File: src/rtl/fast_square_bb_deframer.sv
// Receive-side deframer for the fast-square baseband stream: finds header + marker-run
// framing, releases payload one word late, and reports frame boundaries and errors.
module fast_square_bb_deframer #(
  parameter int MARKER_LEN = 101
) (
  input  logic        clock,
  input  logic        reset,
  input  logic        in_strobe,
  input  logic [15:0] i_in,
  input  logic [15:0] q_in,
  output logic        out_strobe,
  output logic [15:0] i_out,
  output logic [15:0] q_out,
  output logic        frame_start,
  output logic [31:0] frame_count,
  output logic        seq_err,
  output logic        marker_err,
  output logic        locked,
  output logic [2:0]  mod_index,
  output logic [15:0] payload_count
);

  typedef enum logic [1:0] {HUNT, RUN, PAYLOAD} state_t;

  localparam logic [7:0]  RUN_LEN   = 8'(MARKER_LEN);
  localparam logic [7:0]  RUN_MAX   = 8'(MARKER_LEN + 1);
  localparam logic [15:0] MARKER_HW = 16'h8000;

  state_t      state, state_next;
  logic [31:0] word_in;
  logic [31:0] hold, cand, prev_count;
  logic        hold_v;
  logic [7:0]  run_cnt;
  logic        is_marker;
  logic        accept, reject, emit, load_word, start_run, bump_run;

  function automatic logic [7:0] run_inc_sat(input logic [7:0] v);
    return (v == RUN_MAX) ? v : v + 8'd1;
  endfunction

  function automatic logic [15:0] cnt_inc_sat(input logic [15:0] v);
    return (v == 16'hFFFF) ? v : v + 16'd1;
  endfunction

  function automatic logic [2:0] mod5_next(input logic [2:0] v);
    return (v >= 3'd4) ? 3'd0 : v + 3'd1;
  endfunction

  assign word_in   = {q_in, i_in};
  assign is_marker = (i_in == MARKER_HW) && (q_in == MARKER_HW);

  always_ff @(posedge clock) begin
    if (reset) state <= HUNT;
    else       state <= state_next;
  end

  always_comb begin
    state_next = state;
    if (in_strobe) begin
      case (state)
        HUNT:    if (is_marker && hold_v) state_next = RUN;
        RUN:     if (!is_marker) state_next = (run_cnt == RUN_LEN) ? PAYLOAD : HUNT;
        PAYLOAD: if (is_marker) state_next = RUN;
        default: state_next = HUNT;
      endcase
    end
  end

  // Per-word decisions; every non-marker word lands in the holding register.
  always_comb begin
    accept    = in_strobe && (state == RUN) && !is_marker && (run_cnt == RUN_LEN);
    reject    = in_strobe && (state == RUN) && !is_marker && (run_cnt != RUN_LEN);
    emit      = in_strobe && (state == PAYLOAD) && !is_marker;
    load_word = in_strobe && !is_marker;
    start_run = in_strobe && is_marker && (((state == HUNT) && hold_v) || (state == PAYLOAD));
    bump_run  = in_strobe && is_marker && (state == RUN);
  end

  // Data-only registers: their contents are qualified by hold_v / state.
  always_ff @(posedge clock) begin
    if (load_word) hold <= word_in;
    if (start_run) cand <= hold;
  end

  always_ff @(posedge clock) begin
    if (reset) begin
      hold_v        <= 1'b0;
      run_cnt       <= 8'd0;
      prev_count    <= 32'd0;
      out_strobe    <= 1'b0;
      i_out         <= 16'd0;
      q_out         <= 16'd0;
      frame_start   <= 1'b0;
      frame_count   <= 32'd0;
      seq_err       <= 1'b0;
      marker_err    <= 1'b0;
      locked        <= 1'b0;
      mod_index     <= 3'd0;
      payload_count <= 16'd0;
    end else begin
      frame_start <= accept;
      seq_err     <= accept && locked && (cand != prev_count + 32'd1);
      marker_err  <= reject;
      out_strobe  <= emit;
      if (load_word) hold_v <= 1'b1;
      if (start_run) begin
        hold_v  <= 1'b0;
        run_cnt <= 8'd1;
      end
      if (bump_run) run_cnt <= run_inc_sat(run_cnt);
      if (accept) begin
        frame_count   <= cand;
        prev_count    <= cand;
        locked        <= 1'b1;
        mod_index     <= mod5_next(mod_index);
        payload_count <= 16'd0;
      end
      if (reject) locked <= 1'b0;
      if (emit) begin
        i_out         <= hold[15:0];
        q_out         <= hold[31:16];
        payload_count <= cnt_inc_sat(payload_count);
      end
    end
  end

endmodule

File: config.mk
export PLATFORM = sky130hd
export DESIGN_NAME = fast_square_bb_deframer
export DESIGN_NICKNAME = d
export VERILOG_FILES = /design/src/rtl/fast_square_bb_deframer.sv
export SDC_FILE = /design/constraint.sdc
export NUM_CORES = 1
export LEC_CHECK = 0
export CORE_ASPECT_RATIO = 1.2
export CORE_MARGIN = 4
export CORE_UTILIZATION = 48
export CTS_BUF_LIST = sky130_fd_sc_hd__clkbuf_4 sky130_fd_sc_hd__clkbuf_8 sky130_fd_sc_hd__clkbuf_16
export DETAILED_ROUTE_END_ITERATION = 12
export HOLD_SLACK_MARGIN = 0.03
export PLACE_DENSITY = 0.87
export SLEW_MARGIN = 10
export SYNTH_ARGS = -nofsm -noshare
export SYNTH_HDL_FRONTEND = slang
export SYNTH_SLANG_ARGS = --single-unit
File: constraint.sdc
create_clock -name clock -period 2.4 [get_ports clock]
set_input_delay 0.48 -clock clock [delete_from_list [all_inputs] [get_ports clock]]
set_output_delay 0.48 -clock clock [all_outputs]
set_load 0.1 [all_outputs]
Word level (Yosys, flattened, before mapping) --
Index checks and enable logic that the tools add are counted.
Word-level totals: input port bits 35, output and inout bits 88, word-level logic and storage cells 71, register bits 163
Operators by class: mux-type cells 12, equal/unequal tests 14, $lt $le $gt $ge 1, $add $sub $neg 4, reduce and logical (&&, ||, !) cells 25
Operators by type and width (count):
- == test 16 bit, second input constant | 3
- 2-to-1 mux 16 bit | 3
- adder 32 x 1 -> 32 bit, second input constant | 1
- != test 32 bit | 1
- 2-to-1 mux 8 bit | 3
- adder 16 x 1 -> 16 bit, second input constant | 1
- == test 8 x 7 -> 1 bit, second input constant | 2
- logical AND 1 bit | 15
- != test 2 bit, second input constant | 5
- adder 8 x 1 -> 8 bit, second input constant | 1
- 2-to-1 mux 2 bit | 4
- != test 8 x 7 -> 1 bit, second input constant | 1
- one-hot mux 2 bit (3 select lines) | 1
- AND reduction 2 bit | 2
- AND reduction 4 bit | 1
- nonzero test 2 bit | 2
- OR reduction 2 bit | 2
- adder 3 x 1 -> 3 bit, second input constant | 1
- greater-or-equal comparator 3 bit, second input constant | 1
- 2-to-1 mux 3 bit | 1
- == test 2 x 1 -> 1 bit, second input constant | 1
- == test 2 bit, second input constant | 1
- logical NOT 2 bit | 1
- logical NOT 1 bit | 1
- logical OR 1 bit | 1

Depth between registers and ports, before layout --
depth in word-level cells 7, depth in mapped cells 9, gate-level depth less buffers 8

Worst setup path before layout --
Ideal clock, no wire load.
path kind register -> register, start register prev_count[0], end register seq_err, data required time 2.264 ns, stages on the path, launching flop included 9, setup slack -0.720 ns, path buffers 0, arrival 2.984 ns, cell sequence dfxtp_1 ha_1 nand2_2 or4_4 or4b_1 a31oi_1 o21ai_1 nor4_1 a41oi_1
On the way: cells in the longest elaborated chain, start to end 3
RTL lines:
- start, declared | line 31 | logic [31:0] hold, cand, prev_count;
- start signal, assigned | line 113 | prev_count <= cand;
- adder 32 x 1 -> 32 bit | line 102 | seq_err <= accept && locked && (cand != prev_count + 32'd1);
- != test 32 bit | line 102
- logical AND 1 bit | line 102
- end signal, assigned | line 102
- end, declared | line 16 | output logic seq_err,
No other way between the ends. A chain may end at the register's enable or synchronous reset.

Final worst setup path --
start input port q_in[6], end register seq_err
On the way: cells in the longest elaborated chain, start to end 7
RTL lines:
- start, declared | line 10 | input logic [15:0] q_in,
- == test 16 bit | line 50 | assign is_marker = (i_in == MARKER_HW) && (q_in == MARKER_HW);
- logical AND 1 bit | line 50
- logical NOT 1 bit | line 71 | accept = in_strobe && (state == RUN) && !is_marker && (run_cnt == RUN_LEN);
- logical AND 1 bit (2 in a row) | line 71
- logical AND 1 bit (2 in a row) | line 102
No other way between the ends.

==> metrics.csv <==
metric;value;unit
grt.overflow.total;0;
firstDrtPassIters;5;
synth.area.top_cells;dfxtp_1 (28%), edfxtp_1 (27%), nand2_1 (4.9%), mux2i_1 (4.7%), nor2_1 (4.2%);
rows;48;
clock_skew;8.999;ps
io_buffer_count;122;
fin_cells;1042;
setup_violations;2;
yosysTopAreaCellShare;0.2817;
dr_wl_met2;10610;um
yosysUniqueCellTypes;66;
yosysWarnings;0;
synth-async-reset-ratio;0;
hold_slack;452.0;ps
relSlewSlack;0.5402;
worstSetupStartpointType;primary input;
fmax;416.2;MHz
end_kind;register;
tightestPinTransition;689.7;ps
cts_buffers;17;
yosysSeqAreaShare;0.5548;
ir_drop;0.0004231;V
route.detailed.drc;0;
synthFlopType;dfxtp_1;
wl;19880;um
crit_type;primary input to register;
violations;negative setup slack;
die_h;140.6;um
drv_cap;0;
hold_class;register to register;
layout-drive-gt1-share;0.2864;
n_fill_cell;1015;
met3_length;1174;um
synth.avg_cell_area;10.27;um2
cp.arrival;2690;ps
clk_latency;420;ps
ant_nets;0;
clk_pin_slew_worst_paths;70;ps
grt_max_degree;36;
drtIter0Drc;571;
grt_pass1_vias;5612;
p_leak;3.705;nW
antenna_found_initial;1;
worst-path-max-fanout;15;
wl_per_cell;19.08;um
area_growth;35.01;%
synth_area;7037;um2
final_nets;895;
outcome;finished, violations left;
boundaryPins;123;
clock_sinks;163;
start_util;0.4902;
htreeDepth;4;
synth_nets;727;
die_width;118.5;um
vias;5995;
ys_seq_elements;163;
final_common_cell;buf_4;
synth_top_cell_by_area;dfxtp_1;
cts_max_path_buffers;2;
finalCriticalPeriod;2403;ps
met1_length;7496;um
synth_edf_count;64;
cts-root-buf;clkbuf_16;
cts_tree;yes;
hpwl;13310;um
syn_inst;685;
finalCritPeriodShare;1.001;
core;14350;um2
gp_congestion;0.9005;
powerDensity;614.6;nW/um2
worstPathRequired;2680;ps
grt_usage;0.2160;
dp_slack;-432.0;ps
setup_ws;-2.600;ps
top_layer;met4;
cts_hold_buf;0;
hold_viol_final;0;
routed_via_density;5.753;
die-area;16670;um2
power;5.839;mW
rsz0062_at_grt;yes;
grt_pass1_wl;28800;um
placed_cells;996;
final_cell_mix;buf_4 (131), nand2_1 (91), nor2_1 (77);
slew_viol_final;0;
## cells by family after synthesis
logic type      synth area share
simple gates              0.1968
flops                     0.5548
compound gates            0.1012
xor+xnor                 0.06223
buf+inv                  0.02560
mux                      0.04694
fa+ha+maj                0.01245
## registers in the layout, summed over array words and instances, names as in the netlist
name           flops
seq_err            1
marker_err         1
prev_count        32
payload_count     16
frame_start        1
run_cnt            8
out_strobe         1
hold              32
state              2
hold_v             1
locked             1
cand              32
i_out             16
q_out             16
mod_index          3
## what timing repair did
| action | CTS | global route |
|---|---|---|
| pin swaps | 0 | 8 |
| setup endpoints to repair | 1 | 48 |
| resized for setup | 1 | 19 |
| hold endpoints to repair | 0 | 0 |
| gates cloned | 0 | 3 |
| buffers inserted | 0 | 10 |
## critical path, cell delays in order
cell             delay [ps]
clkdlybuf4s50_1         440
nor4_2                  290
buf_4                   160
nand4_1                 140
buf_6                   190
buf_4                   140
o2111ai_4               220
buf_6                   150
buf_8                   150
nor2_1                   60
nand2_1                 190
a41oi_1                  70
## worst paths after layout
check                                     endpoint                  startpoint  cells past startpoint  slack [ps]
worst max-delay path            seq_err$_SDFF_PP0_                     q_in[6]                     12          -3
worst min-delay path            cand[14]$_DFFE_PP_          hold[14]$_DFFE_PP_                      0         450
worst max register to register  seq_err$_SDFF_PP0_  prev_count[1]$_SDFFE_PP0P_                      8          20
worst min register to register  cand[14]$_DFFE_PP_          hold[14]$_DFFE_PP_                      0         450
## metal layers
metal | vias to the layer above | global-route usage
met2 | 256 | 0.3862
li1 | 2792 | -
met3 | 47 | 0.03812
met5 | - | 0
met4 | 0 | 0.08298
met1 | 2900 | 0.2591
## report_power, final
| group | switching [mW] | internal, mW |
|---|---|---|
| logic | 0.0775 | 0.0692 |
| clock network | 1.10 | 1.64 |
| registers | 0.0324 | 2.92 |
| total | 1.21 | 4.63 |
## cell usage after synthesis (all sizes together), types with 16 or more instances
cell    number
dfxtp       99
nand2       92
nor2        78
edfxtp      64
a21oi       58
mux2i       33
xnor2       33
clkbuf      19
nand3       19
o21ai       18
xor2        17
nor4        16
## through the flow
step | area (um2) | TNS [ps] | utilization
finish | 9500 | -2.840 | 0.6619
global route | 9500 | -1542 | 0.6619
CTS | 9270 | 0 | 0.6458
detailed placement | 8660 | -44190 | 0.6033
global placement | 8660 | -33770 | 0.6033
floorplan | 7236 | -4605 | -
## area by class of cell
cell class | instances | area [um2] | share of cell area
clock buffers | 23 | 518.0 | 0.05452
multi-input cells | 480 | 3119 | 0.3283
repair buffers | 177 | 1520 | 0.1600
clock inverters | 9 | 90.09 | 0.009482
diodes | 1 | 2.502 | 0.0002634
flip-flops and latches | 163 | 3971 | 0.4180
inverters | 14 | 60.06 | 0.006322
well taps | 175 | 219.0 | 0.02305
(Power assumes the default switching activity.)
